--- config.mk ---
export PLATFORM = sky130hd
export DESIGN_NAME = mvu_pe_acc
export DESIGN_NICKNAME = d
export VERILOG_FILES = /design/src/rtl/mvau_defn.sv /design/src/rtl/mvu_pe_acc.sv
export SDC_FILE = /design/constraint.sdc
export NUM_CORES = 1
export LEC_CHECK = 0
export ABC_AREA = 0
export BUFFER_PORTS_ARGS = -buffer_cell sky130_fd_sc_hd__buf_4
export CORE_ASPECT_RATIO = 0.75
export CORE_MARGIN = 8
export CORE_UTILIZATION = 56
export DETAILED_ROUTE_END_ITERATION = 10
export MAX_ROUTING_LAYER = met4
export PLACE_DENSITY_LB_ADDON = 0.2
export SLEW_MARGIN = 20
export SYNTH_ARGS = -nofsm -noshare
export SYNTH_HDL_FRONTEND = slang
export SYNTH_SLANG_ARGS = --single-unit
--- constraint.sdc ---
create_clock -name aclk -period 2.5 [get_ports aclk]
set_input_delay 0.125 -clock aclk [delete_from_list [all_inputs] [get_ports aclk]]
set_output_delay 0.125 -clock aclk [all_outputs]
set_load 0.005 [all_outputs]
--- src/rtl/mvau_defn.sv ---
// Shared MVAU dimensioning: data width, SIMD lanes, and matrix width.
// Helpers derive the per-neuron fold count and the width of its counter.
package mvau_defn;

    localparam int TDstI   = 16;
    localparam int SIMD    = 2;
    localparam int MatrixW = 8;

    function automatic int calc_sf(input int matrix_w, input int simd);
        return matrix_w / simd;
    endfunction

    function automatic int calc_cw(input int sf);
        return (sf > 1) ? $clog2(sf) : 1;
    endfunction

    localparam int SF = calc_sf(MatrixW, SIMD);
    localparam int CW = calc_cw(SF);

endpackage

--- src/rtl/mvu_pe_acc.sv ---
// Per-PE fold accumulator: sums SF adder-tree beats into one dot product per neuron,
// behind a single-entry valid/ready output register.
module mvu_pe_acc
    import mvau_defn::calc_sf;
    import mvau_defn::calc_cw;
#(
    parameter int TDstI   = mvau_defn::TDstI,
    parameter int SIMD    = mvau_defn::SIMD,
    parameter int MatrixW = mvau_defn::MatrixW
) (
    input  logic             aclk,
    input  logic             rst,
    input  logic [TDstI-1:0] in_add,
    input  logic             in_v,
    output logic             in_rdy,
    output logic [TDstI-1:0] out_acc,
    output logic             out_v,
    input  logic             out_rdy
);

    localparam int SF = calc_sf(MatrixW, SIMD);
    localparam int CW = calc_cw(SF);
    localparam logic [CW-1:0] LAST_FOLD = CW'(SF - 1);

    logic [CW-1:0]    fold_cnt_q, fold_cnt_d;
    logic [TDstI-1:0] acc_q, acc_d;
    logic [TDstI-1:0] out_acc_q, out_acc_d;
    logic             out_v_q, out_v_d;

    logic accept;
    logic first_fold;
    logic last_fold;
    logic [TDstI-1:0] sum;

    // The output register is a one-entry skid: it frees up in the same cycle it drains.
    assign in_rdy = !out_v_q || out_rdy;

    assign accept     = in_v && in_rdy;
    assign first_fold = (fold_cnt_q == '0);
    assign last_fold  = (fold_cnt_q == LAST_FOLD);
    // Fold 0 ignores the stale partial sum, which also covers SF==1.
    assign sum        = first_fold ? in_add : acc_q + in_add;

    // NOTE: every _d gets its hold value first, so no path leaves it unassigned and no latch is inferred.
    always_comb begin
        fold_cnt_d = fold_cnt_q;
        acc_d      = acc_q;
        out_acc_d  = out_acc_q;
        out_v_d    = out_v_q;

        if (accept) begin
            fold_cnt_d = last_fold ? '0 : fold_cnt_q + 1'b1;
            acc_d      = sum;
        end

        if (accept && last_fold) begin
            out_acc_d = sum;
            out_v_d   = 1'b1;
        end else if (out_rdy) begin
            out_v_d   = 1'b0;
        end
    end

    // NOTE: state registers use non-blocking assignments so every flop samples pre-edge values.
    always_ff @(posedge aclk or posedge rst) begin
        if (rst) fold_cnt_q <= '0;
        else     fold_cnt_q <= fold_cnt_d;
    end

    always_ff @(posedge aclk or posedge rst) begin
        if (rst) acc_q <= '0;
        else     acc_q <= acc_d;
    end

    always_ff @(posedge aclk or posedge rst) begin
        if (rst) begin
            out_acc_q <= '0;
            out_v_q   <= 1'b0;
        end else begin
            out_acc_q <= out_acc_d;
            out_v_q   <= out_v_d;
        end
    end

    assign out_acc = out_acc_q;
    assign out_v   = out_v_q;

endmodule

=== Word-level counts from Yosys, hierarchy flattened ===
Cells that the tools add are included.

* Register bits after elaboration: 35
* Bits of input ports: 20
* Output and inout port bits: 18
* Word-level logic and storage cells: 17

* Add/subtract/negate cells: 2
* Equality and inequality tests: 1
* Multiplexer cells: 4
* Reduce and logical (&&, ||, !) cells: 6

{| class="wikitable"
|+ Operator list
! kind !! count
|-
| $add 16x16->16 || 1
|-
| $mux 16 || 1
|-
| $add 2x1->2 const B || 1
|-
| $eq 2x2->1 const B || 1
|-
| $logic_and 1x1->1 || 2
|-
| $logic_not 2->1 || 1
|-
| $mux 1 || 2
|-
| $mux 2 || 1
|-
| $reduce_bool 2->1 || 1
|-
| $logic_not 1->1 || 1
|-
| $logic_or 1x1->1 || 1
|}

=== Logic depth before layout (Yosys ltp) ===
Gate-level depths: netlist (run 1).

* Depth in word-level cells: 5
* Mapped depth: 8
* Gate-level depth less buffers: 8

=== Worst setup path after synthesis (run 1) ===
No wires, ideal clock.

* Path type: register -> register
* From: reg acc_q[0]
* To: reg acc_q[14]
* Library setup time: 0.069 ns
* Data arrival time: 2.132 ns
* Required time: 2.431 ns
* Setup slack: 0.299 ns
* Stages on the path, launching flop included: 9
* Buffers on the path: 0
* Clock period less this slack: 2.201 ns
* Cell sequence: dfrtp_1 ha_1 fa_1 a211oi_2 o21ai_2 nand4_2 a21oi_2 or4b_1 nand3_1

* Word-level cells in the longest chain between the ends: 2

{| class="wikitable"
|+ Ends and longest elaborated chain
! what !! RTL line !! text
|-
| from (decl) || mvu_pe_acc.sv:26 || <nowiki>logic [TDstI-1:0] acc_q, acc_d;</nowiki>
|-
| from (signal assigned) || mvu_pe_acc.sv:71 || <nowiki>if (rst) acc_q <= '0;</nowiki>
|-
| from (signal assigned) || mvu_pe_acc.sv:72 || <nowiki>else acc_q <= acc_d;</nowiki>
|-
| $add 16x16->16 || mvu_pe_acc.sv:42 || <nowiki>assign sum = first_fold ? in_add : acc_q + in_add;</nowiki>
|-
| $mux 16 || mvu_pe_acc.sv:42 ||
|}

Every way passes these cells.
A chain may end at the register's enable or synchronous reset.

=== Worst setup path in the final report (run 1) ===
Ends and elaborated chain as after synthesis.

==> out/metrics.cfg, run 1 <==
[status]
status = completed

[cells_and_area]
antenna_cells = 0
seq_area_um2 = 876
fillers = 327
instances_no_fill = 345
fin_area_um2 = 2760
drive_above_1_share_pct = 24.1
multi_input_area_um2 = 1370
nets = 327
area_growth_pct = 19.6
final_util_pct = 68.9

[worst_setup_path]
crit_path_max_fanout = 4
r2r_start = acc_q[0]
r2r_setup_slack_ns = 0.09
reg2reg_to = acc_q[14]
worst_setup_path_start_kind = register
worst_r2r_path_depth = 8
criticalPathCategory = register to register
arrival_ns = 2.64
worst_ep_required_time_ns = 2.73
critPathCaptureType = register

[yosys]
synth_async_sr_flop_share_pct = 100
syn_area_um2 = 2310
synth-edff-count = 0
ys_warn_count = 0
ys_ff_latch = 35
synth_area_per_cell_um2 = 9.30
yosysSeqAreaShare_pct = 38.0
synth_top_family_by_area = compound AO/OA/AOI/OAI gates
ys_types = 52
syn-num-nets = 286
synthAdderAreaFrac_pct = 10.1
synth-xor-area-share_pct = 3.42
syn_inst = 248
synthMuxAreaShare_pct = 5.59
synth_flop_cell = dfrtp_1
synth_compound_area_share_pct = 24.5
yosys.area_share.simple_pct = 15.7

[placed_design]
place_area_um2 = 2660
placed_cells = 336
port-buffer-count = 37
routabilityCongestion = 0.934
place_ws_ns = 0.137
hpwl_um = 4280

[power_and_ir_drop]
p_int_mw = 2.03
power.density_nw_per_um2 = 1350
switching_share_pct = 45.5
power_frac_clock_pct = 11.4
p_seq_share_pct = 27.1
power_mw = 3.72
ir_drop_uv = 647
p_leak_nw = 1.29
switchingPower_mw = 1.69
p_comb_share_pct = 61.5

[timing]
maxSlewViolCount = 0
finClkSkew_ns = 0.00570
hold_viol = 0
period_share_pct = 96.4
fmax_mhz = 415
setup_tns_ns = 0
timing.final.ws_setup_ns = 0.0907
setup_viol = 0
worst_slew_pin_slew_ns = 0.438
min_period_ns = 2.41
rsz0062_at_grt = false
hold_slack_ns = 0.130
maxSlewHeadroom_pct = 70.5

[clock_network]
cts_sinks = 35
cts_tree = built
cts_root_buffer = clkbuf_8
clkTransAtPathRegs_ns = 0.08
clk_latency_ns = 0.30
h-tree-depth = 2
post_cts_buffers = 0
cts_buffer_depth = 2
cts-buffers-inserted = 5

[detailed_routing]
ant_nets = 0
drc_errors = 0
avgRoutedWirePerCell_um = 16.3
drt_iter0_drc = 218
wl_um = 5630
drt_first_pass_iters = 4
routed_via_density = 5.65
vias = 1948

[floorplanning]
initial_core_util_pct = 57.6
rows = 20
pin_count = 38
core-area_um2 = 4000
die_h_um = 71.6
die_w_um = 90.1
fp.dieArea_um2 = 6450

[hold_path]
hold-path-cell-count = 3
holdPathEnd = out_acc[15]
min-delay-start = in_add[15]
worst_hold_path_type = input port to register

[global_route]
grtUsageTotal_pct = 18.6
gr-total-overflow = 0
grt_pass1_wl_um = 9480
antenna_found_initial = 0
grt_max_degree = 36
grt_pass1_vias = 1872

[flow_run]
cap_viol_max_count = 0

[power by group through the flow]
stage	Sequential, mW	Clock [mW]	Combinational, mW
5_1_grt	1.05	0.456	2.53
3_5_place_dp	1.02	0	2.24
2_1_floorplan	0.990	0	1.61
6_report	1.01	0.426	2.29
4_1_cts	1.01	0.428	2.27
3_3_place_gp	1.00	0	2.19
[metal layers]
layer  up-vias  share of wire, %  global-route usage, %  routed length [um]
li1        989                 -                      -                   -
met2        54                40                   23.5                2260
met1       895                52                   27.5                2930
met3        10               6.2                   4.07                 349
met4         0               1.8                   7.17                  99
met5         -                 0                      -                   0
[state kept, by name, indices dropped and copies added, names as in the netlist]
signal / cells
acc_q: 16
fold_cnt_q: 2
out_acc: 16
out_v: 1
[cell type report]
type	count	share of cell area (%)
multi-input combinational	197	49.6
timing repair buffer	44	12.1
tap	55	2.50
clock inverter	3	0.726
inverter	6	0.817
sequential	35	31.8
clock buffer	5	2.50
[worst max-delay path, stage by stage (launching register included)]
cell and delay [ns]:
dfrtp_1 0.39, ha_1 0.24, fa_1 0.44, a211oi_2 0.35, o21ai_2 0.15, nand4_2 0.11
a21oi_2 0.08, or4b_1 0.47, nand3_1 0.10
[Yosys cell counts (all sizes together), types with 2 or more instances]
cell	count	area share, %
nand4	3	1.1
a21oi	19	4.4
o21a	3	0.98
nor3	6	1.8
o31ai	3	0.98
a41oi	2	0.76
inv	6	0.98
buf	2	0.38
a21o	5	1.6
o211ai	5	2.3
clkbuf	8	1.3
mux2i	8	3.5
nand2	40	6.5
xor2	2	0.76
o21ai	29	6.5
and3	2	0.60
mux2	4	2.1
a2111oi	3	2.5
a31o	2	0.76
ha	17	9.2
dfrtp	35	38
xnor2	7	2.7
a211oi	4	1.7
nor2	11	1.8
a31oi	2	0.54
nand3	7	1.5
[how the worst max path moves through the flow]
stage | from | endpoint | slack, ns | depth (start not counted)
global placement | acc_q[0] | acc_q[14] | 0.24 | 8
finish | acc_q[0] | acc_q[14] | 0.09 | 8
floorplan | acc_q[0] | acc_q[14] | 0.30 | 8
global route | acc_q[0] | acc_q[10] | 0.01 | 8
detailed placement | acc_q[0] | acc_q[14] | 0.14 | 8
CTS | acc_q[0] | acc_q[14] | 0.11 | 8
[what timing repair did]
item                      CTS  global route
resized for setup           0             0
hold endpoints to repair   35             0
hold buffers                1             0
[cells by family after synthesis]
| kind of cell | after synthesis |
|---|---|
| AOI/OAI and AO/OA | 81 |
| xor gates and xnor gates | 9 |
| adders and majority gates | 18 |
| buffers and inverters | 16 |
| DFF | 35 |
| muxes | 12 |
| and+or+nand+nor | 77 |
[cells in the final DEF (no fill, tap or decap), types with 5 or more instances in the layout]
cell | synthesis | routed
buf_4 | 0 | 43
nand2_1 | 40 | 40
dfrtp_1 | 35 | 35
a21oi_1 | 17 | 17
ha_1 | 17 | 17
o21ai_0 | 16 | 16
o21ai_1 | 12 | 12
nor2_1 | 11 | 11
mux2i_1 | 8 | 8
xnor2_1 | 7 | 7
nand3_1 | 7 | 7
inv_1 | 6 | 6
a21o_1 | 5 | 5
nor3_1 | 5 | 5
clkbuf_8 | 0 | 5
Power figures use the tool's default switching activity.
==> run 2: changes to the inputs <==
--- a/config.mk
+++ b/config.mk
@@ -13,6 +13,7 @@
 export DETAILED_ROUTE_END_ITERATION = 10
 export MAX_ROUTING_LAYER = met4
 export PLACE_DENSITY_LB_ADDON = 0.2
+export SKIP_CTS_REPAIR_TIMING = 1
 export SLEW_MARGIN = 20
 export SYNTH_ARGS = -nofsm -noshare
 export SYNTH_HDL_FRONTEND = slang
==> constraint.sdc (replaced) <==
create_clock -name aclk -period 2.5 [get_ports aclk]
set_input_delay 0.5 -clock aclk [delete_from_list [all_inputs] [get_ports aclk]]
set_output_delay 0.5 -clock aclk [all_outputs]
set_load 0.005 [all_outputs]
==> out/metrics.cfg, run 2 (synthesis results as in run 1) <==
[power_and_ir_drop]
p_seq_share_pct = 26.8  ; -0.3 points
switchingPower_mw = 1.66  ; -1.8%
switching_share_pct = 44.7  ; -0.86 points
p_comb_share_pct = 62.0  ; +0.5 points
power_mw = 3.72  ; about the same
p_int_mw = 2.06  ; +1.6%
power.density_nw_per_um2 = 1340  ; -0.65%
power_frac_clock_pct = 11.1  ; -0.3 points
p_leak_nw = 1.30  ; +1.3%
ir_drop_uv = 710  ; +9.7%

[cells_and_area]
area_growth_pct = 20.5
nets = 330  ; +0.92%
layout_commonest_cell = buf_4
antenna_cells = 0  ; unchanged
layout_common_cells = buf_4, nand2_1, dfrtp_1, a21oi_1, ha_1
drive_above_1_share_pct = 25.3  ; +1.1 points
fillers = 334  ; +2.1%
fin_area_um2 = 2780  ; +0.73%

[detailed_routing]
drc_errors = 0  ; unchanged
wl_um = 5410  ; -3.9%
drt_iter0_drc = 202  ; -7.3%
avgRoutedWirePerCell_um = 15.6  ; -4.8%
drt_first_pass_iters = 5  ; +1
vias = 1996  ; +2.5%
ant_nets = 0  ; unchanged
routed_via_density = 5.74  ; +1.6%

[placed_design]
place_area_um2 = 2690  ; +1.1%
hpwl_um = 4300  ; +0.48%
routabilityCongestion = 0.932  ; -0.19%
port-buffer-count = 37  ; unchanged

[worst_setup_path]
r2r_start = acc_q[0]
worst_setup_path_start_kind = register
worst_ep_required_time_ns = 2.73  ; about the same
path_buf_inv = 0  ; unchanged
slowest_stage = or4b_1
critPathCaptureType = register
worst_r2r_path_depth = 8  ; unchanged
critPathMaxStageDelay_ns = 0.46  ; about the same
cp_top_family = simple AND/OR/NAND/NOR gates
crit_path_max_fanout = 4  ; unchanged
crit_chain = ha_1 > fa_1 > a211oi_2 > o21ai_2 > nand4_2 > a21oi_2 > or4b_1 > nand3_1
r2r_setup_slack_ns = 0.25  ; +0.15 ns
reg2reg_to = acc_q[14]
criticalPathCategory = register to register
arrival_ns = 2.48  ; -0.16 ns

[floorplanning]
die_h_um = 71.6  ; unchanged
initial_core_util_pct = 57.6  ; unchanged
fp.dieArea_um2 = 6450  ; unchanged
die_w_um = 90.1  ; unchanged
rows = 20  ; unchanged
core-area_um2 = 4000  ; unchanged
pin_count = 38  ; unchanged

[global_route]
grt_max_degree = 36  ; unchanged
antenna_found_initial = 0  ; unchanged
grt_pass1_vias = 1873  ; +0.053%
gr-total-overflow = 0  ; unchanged
grt_pass1_wl_um = 9180  ; -3.1%
grtUsageTotal_pct = 17.6  ; -0.95 points

[timing]
maxSlewViolCount = 0  ; unchanged
min_period_ns = 2.25  ; -0.155 ns
period_share_pct = 90.2  ; -6.2 points
setup_tns_ns = 0  ; unchanged
worst_slew_pin_slew_ns = 0.455  ; +0.0173 ns
hold_viol = 0  ; unchanged
rsz0062_at_grt = false
fmax_mhz = 444  ; +6.9%
setup_viol = 0  ; unchanged
maxSlewHeadroom_pct = 69.5  ; -0.95 points
finClkSkew_ns = 0.00911  ; +0.00340 ns

[clock_network]
cts_root_buffer = clkbuf_8
cts_buffer_depth = 2  ; unchanged
h-tree-depth = 2  ; unchanged
cts-buffers-inserted = 5  ; unchanged
cts_tree = built
cts_sinks = 35  ; unchanged
clkTransAtPathRegs_ns = 0.08  ; about the same
clk_latency_ns = 0.29  ; about the same

[status]
status = completed

[flow_run]
cap_viol_max_count = 0  ; unchanged

[hold_path]
worst_hold_path_type = input port to async pin

-- run 2: cell count changes in the layout (fill, tap and decap cells not counted), sizes merged --
cell,delta
buf,+4
dlygate4sd3,-1
-- run 2: worst min-delay path: stages --
cell and delay [ns]:
buf_4 0.11, inv_1 0.04, buf_4 0.38
-- run 2: worst max-delay path by stage --
stage / start / to / slack (ns) / cells after the start
CTS: acc_q[0] / acc_q[14] / 0.24 / 8
floorplan: in_add[0] / acc_q[14] / 0.15 / 8
global route: acc_q[0] / out_acc[12] / 0.11 / 8
finish: acc_q[0] / acc_q[14] / 0.25 / 8
global placement: in_add[0] / acc_q[14] / 0.04 / 9
detailed placement: in_add[0] / acc_q[14] / 0.002 / 9
-- run 2: area by class of cell --
type	count	area (um^2)	area share, %
multi-input cells	197	1370	49.3
flip-flops and latches	35	876	31.5
repair buffers	47	353	12.7
clock buffers	5	68.8	2.48
well taps	55	68.8	2.48
inverters	6	22.5	0.811
clock inverters	3	20.0	0.721
-- run 2: through the flow --
| stage | util (%) | std cells | hold WS (ns) | setup WS (ns) |
|---|---|---|---|---|
| 2_1_floorplan | - | 248 | 0.453 | 0.153 |
| 3_3_place_gp | 67.2 | 340 | 0.463 | 0.0423 |
| 3_5_place_dp | 67.2 | 340 | 0.472 | 0.00204 |
| 4_1_cts | 69.4 | 348 | 0.331 | 0.242 |
| 5_1_grt | 69.4 | 348 | 0.359 | 0.106 |
| 6_report | 69.4 | 348 | 0.311 | 0.245 |
-- run 2: per-layer routing --
layer	GRT usage, %	part of all wire [%]	vias to the layer above	routed length [um]
li1	-	-	996	-
met3	3.97	8.2	4	443
met5	-	0	-	0
met2	23.7	40	80	2140
met4	3.86	0.92	0	50
met1	25.9	51	916	2780
-- run 2: power groups by stage --
stage          Combinational [mW]  Clock (mW)  Sequential [mW]
6_report                     2.31       0.414             1.00
3_3_place_gp                 2.23           0            0.999
3_5_place_dp                 2.29           0             1.01
5_1_grt                      2.56       0.450             1.03
2_1_floorplan                1.61           0            0.990
4_1_cts                      2.29       0.424             1.00
==> run 3: changes to the inputs <==
--- a/config.mk
+++ b/config.mk
@@ -11,6 +11,7 @@
 export CORE_MARGIN = 8
 export CORE_UTILIZATION = 56
 export DETAILED_ROUTE_END_ITERATION = 10
+export GPL_TIMING_DRIVEN = 0
 export MAX_ROUTING_LAYER = met4
 export PLACE_DENSITY_LB_ADDON = 0.2
 export SKIP_CTS_REPAIR_TIMING = 1
==> out/metrics.cfg, run 3 (synthesis results as in run 1) <==
[status]
status = completed

[global_route]
gr-total-overflow = 0  ; unchanged
grt_pass1_wl_um = 9090  ; -1.0%
antenna_found_initial = 0  ; unchanged
grt_pass1_vias = 1858  ; -0.80%
grtUsageTotal_pct = 17.8  ; +0.14 points
grt_max_degree = 36  ; unchanged

[timing]
worst_slew_pin_slew_ns = 0.723  ; +0.268 ns
period_share_pct = 92.3  ; +2.1 points
setup_viol = 0  ; unchanged
fmax_mhz = 433  ; -2.3%
setup_tns_ns = 0  ; unchanged
rsz0062_at_grt = false
finClkSkew_ns = 0.00963  ; +0.000522 ns
maxSlewViolCount = 0  ; unchanged
min_period_ns = 2.31  ; +0.0528 ns
timing.final.ws_setup_ns = 0.192  ; -0.0528 ns
maxSlewHeadroom_pct = 51.7  ; -18 points
hold_slack_ns = 0.328  ; +0.0167 ns
hold_viol = 0  ; unchanged

[worst_setup_path]
crit_path_max_fanout = 4  ; unchanged
critPathCaptureType = register
worst_setup_path_start_kind = register
critPathMaxStageDelay_ns = 0.40  ; -0.06 ns
worst_ep_required_time_ns = 2.67  ; -0.06 ns
path_buf_inv = 0  ; unchanged
slowest_stage = dfrtp_1
crit_chain = ha_1 > fa_2 > a211oi_4 > o21ai_2 > a41oi_1 > xnor2_1 > mux2i_2 > o21ai_1
cp_top_family = compound AO/OA/AOI/OAI gates
arrival_ns = 2.47  ; about the same
criticalPathCategory = register to register

[power_and_ir_drop]
ir_drop_uv = 673  ; -5.3%
power.density_nw_per_um2 = 1350  ; +0.94%
p_leak_nw = 1.28  ; -2.3%

[hold_path]
worst_hold_path_type = input port to async pin

[placed_design]
place_area_um2 = 2650  ; -1.3%
hpwl_um = 4220  ; -1.8%
port-buffer-count = 37  ; unchanged
place_ws_ns = -0.151  ; -0.153 ns
routabilityCongestion = 0.902  ; -3.3%

[floorplanning]
die_h_um = 71.6  ; unchanged
pin_count = 38  ; unchanged
rows = 20  ; unchanged
core-area_um2 = 4000  ; unchanged
fp.dieArea_um2 = 6450  ; unchanged
initial_core_util_pct = 57.6  ; unchanged
die_w_um = 90.1  ; unchanged

[cells_and_area]
nets = 331  ; +0.30%
antenna_cells = 0  ; unchanged
fin_area_um2 = 2760  ; -0.54%
layout_common_cells = nand2_1, buf_4, dfrtp_1, a21oi_1, ha_1
area_growth_pct = 19.8
drive_above_1_share_pct = 23.5  ; -1.8 points
layout_commonest_cell = nand2_1
fillers = 340  ; +1.8%

[detailed_routing]
drc_errors = 0  ; unchanged
wl_um = 5560  ; +2.6%
drt_first_pass_iters = 5  ; unchanged
ant_nets = 0  ; unchanged
routed_via_density = 5.82  ; +1.5%
avgRoutedWirePerCell_um = 15.9  ; +2.3%
drt_iter0_drc = 165  ; -18%
vias = 2031  ; +1.8%

[clock_network]
cts_tree = built
cts-buffers-inserted = 5  ; unchanged
cts_sinks = 35  ; unchanged
h-tree-depth = 2  ; unchanged
cts_buffer_depth = 2  ; unchanged
cts_root_buffer = clkbuf_8
clk_latency_ns = 0.30  ; about the same
clkTransAtPathRegs_ns = 0.08  ; about the same

[flow_run]
cap_viol_max_count = 0  ; unchanged

-- run 3: cell count changes in the layout (fill, tap and decap cells not counted), sizes merged --
cell / before / now
buf: 47 / 40
clkbuf: 5 / 13
-- run 3: metrics by stage --
stage | utilization (%) | power (mW) | std cells
floorplan | - | 2.60 | 248
global placement | 66.3 | 3.19 | 340
detailed placement | 66.3 | 3.25 | 340
CTS | 68.5 | 3.67 | 348
global route | 69.0 | 4.05 | 349
finish | 69.0 | 3.74 | 349
-- run 3: cell type report --
cell class | count | area (um^2) | share of cell area [%]
Tap cell | 55 | 68.8 | 2.49
Sequential cell | 35 | 876 | 31.7
Clock buffer | 5 | 68.8 | 2.49
Clock inverter | 3 | 20.0 | 0.725
Inverter | 6 | 22.5 | 0.815
Timing Repair Buffer | 38 | 285 | 10.3
Buffer | 10 | 38.8 | 1.40
Multi-Input combinational cell | 197 | 1380 | 50.0
-- run 3: final timing paths --
kind,start,to,slack (ns),cells past startpoint
setup / recovery,acc_q[0],out_acc[12],0.19,8
hold / removal,rst,out_acc[10],0.33,2
setup reg to reg,acc_q[0],out_acc[12],0.19,8
hold reg to reg,out_acc[4],out_acc[4],0.48,2
max in group asynchronous,rst,acc_q[12],1.70,2
min in group aclk,out_acc[4],out_acc[4],0.48,2
-- run 3: metal layers --
metal  global-route usage (%)  vias up  share of wire, %
met2                     23.6       77                40
met5                        -        -                 0
met4                     5.15        0              0.76
met1                     25.1      951                50
li1                         -      999                 -
met3                     5.32        4               9.5
-- run 3: where the power goes --
part           leakage, nW  total (mW)  internal, mW  switching [mW]
clock network       0.0402       0.421         0.194           0.227
logic                0.802        2.32          1.00            1.31
registers            0.433        1.00         0.840           0.162
total                 1.28        3.74          2.04            1.70
